**config.mk**
```make
export PLATFORM = sky130hd
export DESIGN_NAME = da_spi_cfg_slave
export DESIGN_NICKNAME = d
export VERILOG_FILES = /design/src/rtl/da_spi_cfg_slave.sv
export SDC_FILE = /design/constraint.sdc
export NUM_CORES = 1
export LEC_CHECK = 0
export ABC_AREA = 1
export BUFFER_PORTS_ARGS = -buffer_cell sky130_fd_sc_hd__clkbuf_2
export CAP_MARGIN = 30
export CELL_PAD_IN_SITES_DETAIL_PLACEMENT = 1
export CELL_PAD_IN_SITES_GLOBAL_PLACEMENT = 1
export CORE_UTILIZATION = 45
export DETAILED_ROUTE_END_ITERATION = 10
export GPL_TIMING_DRIVEN = 0
export HOLD_SLACK_MARGIN = 0.15
export PLACE_DENSITY = 0.79
export SLEW_MARGIN = 20
export SYNTH_ARGS = -nofsm -noshare
export SYNTH_HDL_FRONTEND = slang
export SYNTH_SLANG_ARGS = --single-unit
export TNS_END_PERCENT = 10
```
**constraint.sdc**
```tcl
create_clock -name GCLK -period 7.4 [get_ports GCLK]
set_input_delay 2.22 -clock GCLK [delete_from_list [all_inputs] [get_ports GCLK]]
set_output_delay 2.22 -clock GCLK [all_outputs]
set_load 0.01 [all_outputs]
```
**src/rtl/da_spi_cfg_slave.sv**
```systemverilog
// SPI config responder: decodes {instr, 1-4 data bytes} frames under CS into a 16x32 shadow file.
// Optional readback of the shadow file on SPI_SDO when DA_SLAVE_READBACK_EN is defined.
module da_spi_cfg_slave #(
    parameter int          SYNC_STAGES = 2,
    // Two bits per address hold (bytes-1). This value encodes
    // a0=1, a1..a2=2, a3=4, a4=3, a5..a9=2, aA..aB=4, aC=3, aD..aF=2 bytes.
    parameter logic [31:0] WIDTH_TABLE = 32'h56F5_56D4
) (
    input  logic        GCLK,
    input  logic        reset,
    input  logic        SPI_SCLK,
    input  logic        SPI_CS,
    input  logic        SPI_SDI,
    output logic        SPI_SDO,
    output logic        REG_WE,
    output logic [3:0]  REG_ADDR,
    output logic [31:0] REG_DATA,
    input  logic [3:0]  RD_ADDR,
    output logic [31:0] RD_DATA,
    output logic        FRAME_ERR,
    output logic        BUSY
);

    typedef enum logic [2:0] {S_IDLE, S_INSTR, S_DATA, S_SKIP, S_RDATA} state_t;

    state_t                 state;
    logic [SYNC_STAGES-1:0] sclk_sync, cs_sync, sdi_sync;
    logic                   sclk_d;
    logic                   sclk_s, cs_s, sdi_s, sclk_rise;
    logic [5:0]             bit_cnt, nbits, nbits_dec;
    logic [3:0]             addr, ib_addr;
    logic [31:0]            acc, acc_nxt;
    logic [7:0]             ib;
    logic [1:0]             nb_m1;
    logic                   bad_instr;
    logic [31:0]            shadow [16];

    assign sclk_s    = sclk_sync[SYNC_STAGES-1];
    assign cs_s      = cs_sync[SYNC_STAGES-1];
    assign sdi_s     = sdi_sync[SYNC_STAGES-1];
    assign sclk_rise = sclk_s & ~sclk_d;
    assign acc_nxt   = {acc[30:0], sdi_s};
    assign ib        = acc_nxt[7:0];
    assign ib_addr   = ib[4:1];
    assign nb_m1     = WIDTH_TABLE[{ib_addr, 1'b0} +: 2];
    assign nbits_dec = {1'b0, nb_m1, 3'b000} + 6'd8;
`ifdef DA_SLAVE_READBACK_EN
    assign bad_instr = (ib[6:5] != 2'b00) | ib[0];
`else
    assign bad_instr = (ib[6:5] != 2'b00) | ib[0] | ib[7];
`endif

    assign RD_DATA = shadow[RD_ADDR];
    assign BUSY    = ((state == S_INSTR) && (bit_cnt != 6'd0)) || (state == S_DATA) || (state == S_RDATA);

`ifdef DA_SLAVE_READBACK_EN
    logic [31:0] rd_sh;
    logic        sdo_q;
    logic        sclk_fall;
    assign sclk_fall = ~sclk_s & sclk_d;
    assign SPI_SDO   = sdo_q;
`else
    assign SPI_SDO = 1'b0;
`endif

    always_ff @(posedge GCLK) begin
        if (!reset) begin
            sclk_sync <= '0;
            cs_sync   <= '0;
            sdi_sync  <= '0;
            sclk_d    <= 1'b0;
        end else begin
            sclk_sync <= {sclk_sync[SYNC_STAGES-2:0], SPI_SCLK};
            cs_sync   <= {cs_sync[SYNC_STAGES-2:0], SPI_CS};
            sdi_sync  <= {sdi_sync[SYNC_STAGES-2:0], SPI_SDI};
            sclk_d    <= sclk_s;
        end
    end

    always_ff @(posedge GCLK) begin
        if (!reset) begin
            state     <= S_IDLE;
            bit_cnt   <= '0;
            nbits     <= '0;
            addr      <= '0;
            acc       <= '0;
            REG_WE    <= 1'b0;
            REG_ADDR  <= '0;
            REG_DATA  <= '0;
            FRAME_ERR <= 1'b0;
            for (int i = 0; i < 16; i++) shadow[i] <= '0;
`ifdef DA_SLAVE_READBACK_EN
            rd_sh     <= '0;
            sdo_q     <= 1'b0;
`endif
        end else begin
            REG_WE    <= 1'b0;
            FRAME_ERR <= 1'b0;
            case (state)
                S_IDLE: begin
                    if (!cs_s) begin
                        state   <= S_INSTR;
                        bit_cnt <= '0;
                        acc     <= '0;
                    end
                end
                S_INSTR: begin
                    // CS release with no instruction bits is a clean frame boundary.
                    if (cs_s) begin
                        state     <= S_IDLE;
                        FRAME_ERR <= (bit_cnt != 6'd0);
                    end else if (sclk_rise) begin
                        acc     <= acc_nxt;
                        bit_cnt <= bit_cnt + 6'd1;
                        if (bit_cnt == 6'd7) begin
                            bit_cnt <= '0;
                            acc     <= '0;
                            addr    <= ib_addr;
                            nbits   <= nbits_dec;
                            if (bad_instr) begin
                                FRAME_ERR <= 1'b1;
                                state     <= S_SKIP;
                            end
`ifdef DA_SLAVE_READBACK_EN
                            else if (ib[7]) begin
                                state <= S_RDATA;
                                rd_sh <= shadow[ib_addr] << (6'd32 - nbits_dec);
                            end
`endif
                            else begin
                                state <= S_DATA;
                            end
                        end
                    end
                end
                S_DATA: begin
                    if (cs_s) begin
                        state     <= S_IDLE;
                        FRAME_ERR <= 1'b1;
                    end else if (sclk_rise) begin
                        acc     <= acc_nxt;
                        bit_cnt <= bit_cnt + 6'd1;
                        if (bit_cnt == nbits - 6'd1) begin
                            shadow[addr] <= acc_nxt;
                            REG_WE       <= 1'b1;
                            REG_ADDR     <= addr;
                            REG_DATA     <= acc_nxt;
                            state        <= S_INSTR;
                            bit_cnt      <= '0;
                            acc          <= '0;
                        end
                    end
                end
`ifdef DA_SLAVE_READBACK_EN
                S_RDATA: begin
                    // SDO advances on falls so each bit is stable before the master's rise.
                    if (cs_s) begin
                        state     <= S_IDLE;
                        FRAME_ERR <= 1'b1;
                        sdo_q     <= 1'b0;
                    end else if (sclk_fall) begin
                        sdo_q <= rd_sh[31];
                        rd_sh <= {rd_sh[30:0], 1'b0};
                    end else if (sclk_rise) begin
                        bit_cnt <= bit_cnt + 6'd1;
                        if (bit_cnt == nbits - 6'd1) begin
                            state   <= S_INSTR;
                            bit_cnt <= '0;
                            sdo_q   <= 1'b0;
                        end
                    end
                end
`endif
                S_SKIP: begin
                    if (cs_s) state <= S_IDLE;
                end
                default: state <= S_IDLE;
            endcase
        end
    end

endmodule

```
==> out/results.ini <==
[layout]
ff_latch_area_sq_um = 17200
n_fill_cell = 6361
multi_input_area_sq_um = 7800
layout.nets = 2716
diodes = 0
drive_gt1_share_pct = 9.56
areaGrowthSynthToFinish_pct = 14.3

[global_routing]
grt_max_degree = 33
grt_pass1_vias = 23200
grt_pass1_wl_mm = 153
antenna_found_initial = 2
grt-ovfl-total = 0
track_usage_pct = 35.9

[floorplan]
chipWidth_um = 244
io-pin-count = 81
start_util_pct = 45.5
dieHeight_um = 244
dieArea_sq_um = 59300
design.core.area_sq_um = 57700
std_cell_rows = 88

[placement]
io_buffer_count = 76
routabilityCongestion = 0.921
dp_hpwl_mm = 68.7

[routing]
dr.first_iter.drc_count = 3305
drc_errors = 0
avgRoutedWirePerCell_um = 30.5
ant_nets = 0
routed_via_density = 6.43
wirelength_mm = 107
firstDrtPassIters = 7
num_vias = 22500

[timing]
fmax_mhz = 139
worst_slew_pin_slew_ns = 1.15
setup_violations = 0
drv_slew = 0
rsz0062_at_grt = false
setup_tns_ns = 0
maxSlewHeadroom_pct = 23.3
finalHoldViolCount = 0
period_needed_ns = 7.17
finalClockSkew_ns = 0.0277
min_period_over_period_pct = 96.9

[clock_tree]
cts.hold.buffers_added = 0
cts_tree = yes
clockBufferDepth = 3
post_cts_buffers = 0
htreeDepth = 3
cts_buffers = 66
cts_resized = 0
clkLatencyLatePin_ns = 0.63
clock_sinks = 603
root_buffer = clkbuf_16
clk_pin_slew_ns = 0.06

[power_and_ir_drop]
ir_drop_uv = 179
p_per_area_nw_per_um2 = 267
leakage_nw = 9.62
finalPower_mw = 8.00

[synth]
netlist_area_sq_um = 26300
ys_warn_count = 0
syn_inst = 2537
ys_types = 32
synth-seq-cells = 603
syn-num-nets = 2554
ys_seq_area_share_pct = 65.5
syn_area_per_cell_sq_um = 10.3

[setup_path]
cp.required_ns = 5.18
path_class = in2out
path_max_fanout = 10
worstSetupStartpointType = input port
endpoint_kind = primary output
critical_path_arrival_ns = 4.95

[flow_run]
cap_violations = 0

[min_path]
hold_path_class = reg2reg

[outcome]
status = finished clean

## area by class of cell
cell class                      instances  area share [%]
Buffer                                220            3.56
Clock buffer                           96            6.17
Clock inverter                         14           0.509
Inverter                               72           0.901
Multi-Input combinational cell       1642            26.0
Sequential cell                       603            57.3
Tap cell                              765            3.19
Timing Repair Buffer                   94            2.37
## per-layer routing
metal,share of wire [%],GRT usage [%],vias up
met5,0.021,0,-
met3,13,9.97,475
li1,-,-,9151
met2,46,56.7,1769
met1,35,43.5,11100
met4,6.8,22.5,4
## state kept, by name (all words and copies together), names as in the netlist
signal / cells
bit_cnt: 6
REG_ADDR: 4
FRAME_ERR: 1
state: 2
sclk_d: 1
REG_WE: 1
nbits: 3
shadow: 512
acc: 31
REG_DATA: 32
sclk_sync: 2
sdi_sync: 2
cs_sync: 2
addr: 4
## cells by family (layout without fill, tap and decap cells)
kind of cell	Yosys count	count (layout)	share of synthesized area, %
buf+inv	292	496	5.10
flops	603	603	65.5
fa+ha+maj	8	8	0.381
other cells	1	1	0.0143
simple gates	1115	1115	17.2
xor+xnor	1	1	0.0334
compound gates	517	517	11.7
## cell usage after synthesis
cell type  count  area, sq um
a211oi_1       1         7.51
a21oi_1       47          235
a31oi_1        2         12.5
buf_1          8         30.0
buf_2         13         65.1
buf_4          3         22.5
buf_6         27          304
buf_8          1         15.0
clkbuf_1     168          631
clkinv_1      33          124
conb_1         1         3.75
dfxtp_1       91         1820
edfxtp_1     512        15400
ha_1           8          100
inv_1         38          143
inv_2          1         3.75
nand2_1      163          612
nand3_1       37          185
nand3_2        1         10.0
nand4_1        7         43.8
nand4_2        1         12.5
nand4_4       10          213
nor2_1       846         3180
nor2_2        11         68.8
nor2_4         2         22.5
nor3_1        37          185
o211ai_1      35          263
o21ai_0      297         1490
o21ai_1        7         35.0
o221ai_1      94          823
o22ai_1       34          213
xnor2_1        1         8.76
## stage by stage
stage	setup WS (ns)	util (%)	std cells	area (sq um)	hold WS, ns
after floorplan	1.72	-	2537	26300	0.390
after global placement	0.421	47.8	3378	27600	0.401
after detailed placement	0.456	48.5	3393	28000	0.404
after CTS	0.451	51.9	3503	30000	0.410
after global routing	0.225	52.0	3506	30000	0.437
final	0.228	52.0	3506	30000	0.405
## final timing paths
kind | start | to | slack (ns) | cells past startpoint
worst max-delay path | RD_ADDR[1] | RD_DATA[0] | 0.23 | 8
worst min-delay path | sdi_sync[0] | sdi_sync[1] | 0.40 | 2
worst max register to register | nbits[3] | shadow[11][15] | 3.57 | 9
worst min register to register | sdi_sync[0] | sdi_sync[1] | 0.40 | 2
## layout by cell type (no fill, tap or decap), drive strengths merged
master,instances
nand2,163
a211oi,1
o21ai,304
o22ai,34
conb,1
bufinv,3
nand3,38
dfxtp,91
edfxtp,512
ha,8
nor2,859
xnor2,1
clkbuf,340
nor3,37
a31oi,2
buf,70
nand4,18
o221ai,94
o211ai,35
inv,42
a21oi,47
clkinv,41
## power breakdown
part,leakage (nW),internal [mW],switching (mW)
Combinational,3.05,0.203,0.697
Sequential,5.59,3.83,0.0526
Clock,0.977,1.84,1.38
## worst max-delay path, stage by stage
cell	delay (ns)
clkbuf_2	0.16
clkbuf_1	0.75
clkbuf_1	0.64
o21ai_0	0.28
o221ai_1	0.25
nand3_1	0.16
nand2_1	0.30
clkbuf_2	0.19
Note: power is estimated with default switching activity, not from simulation.
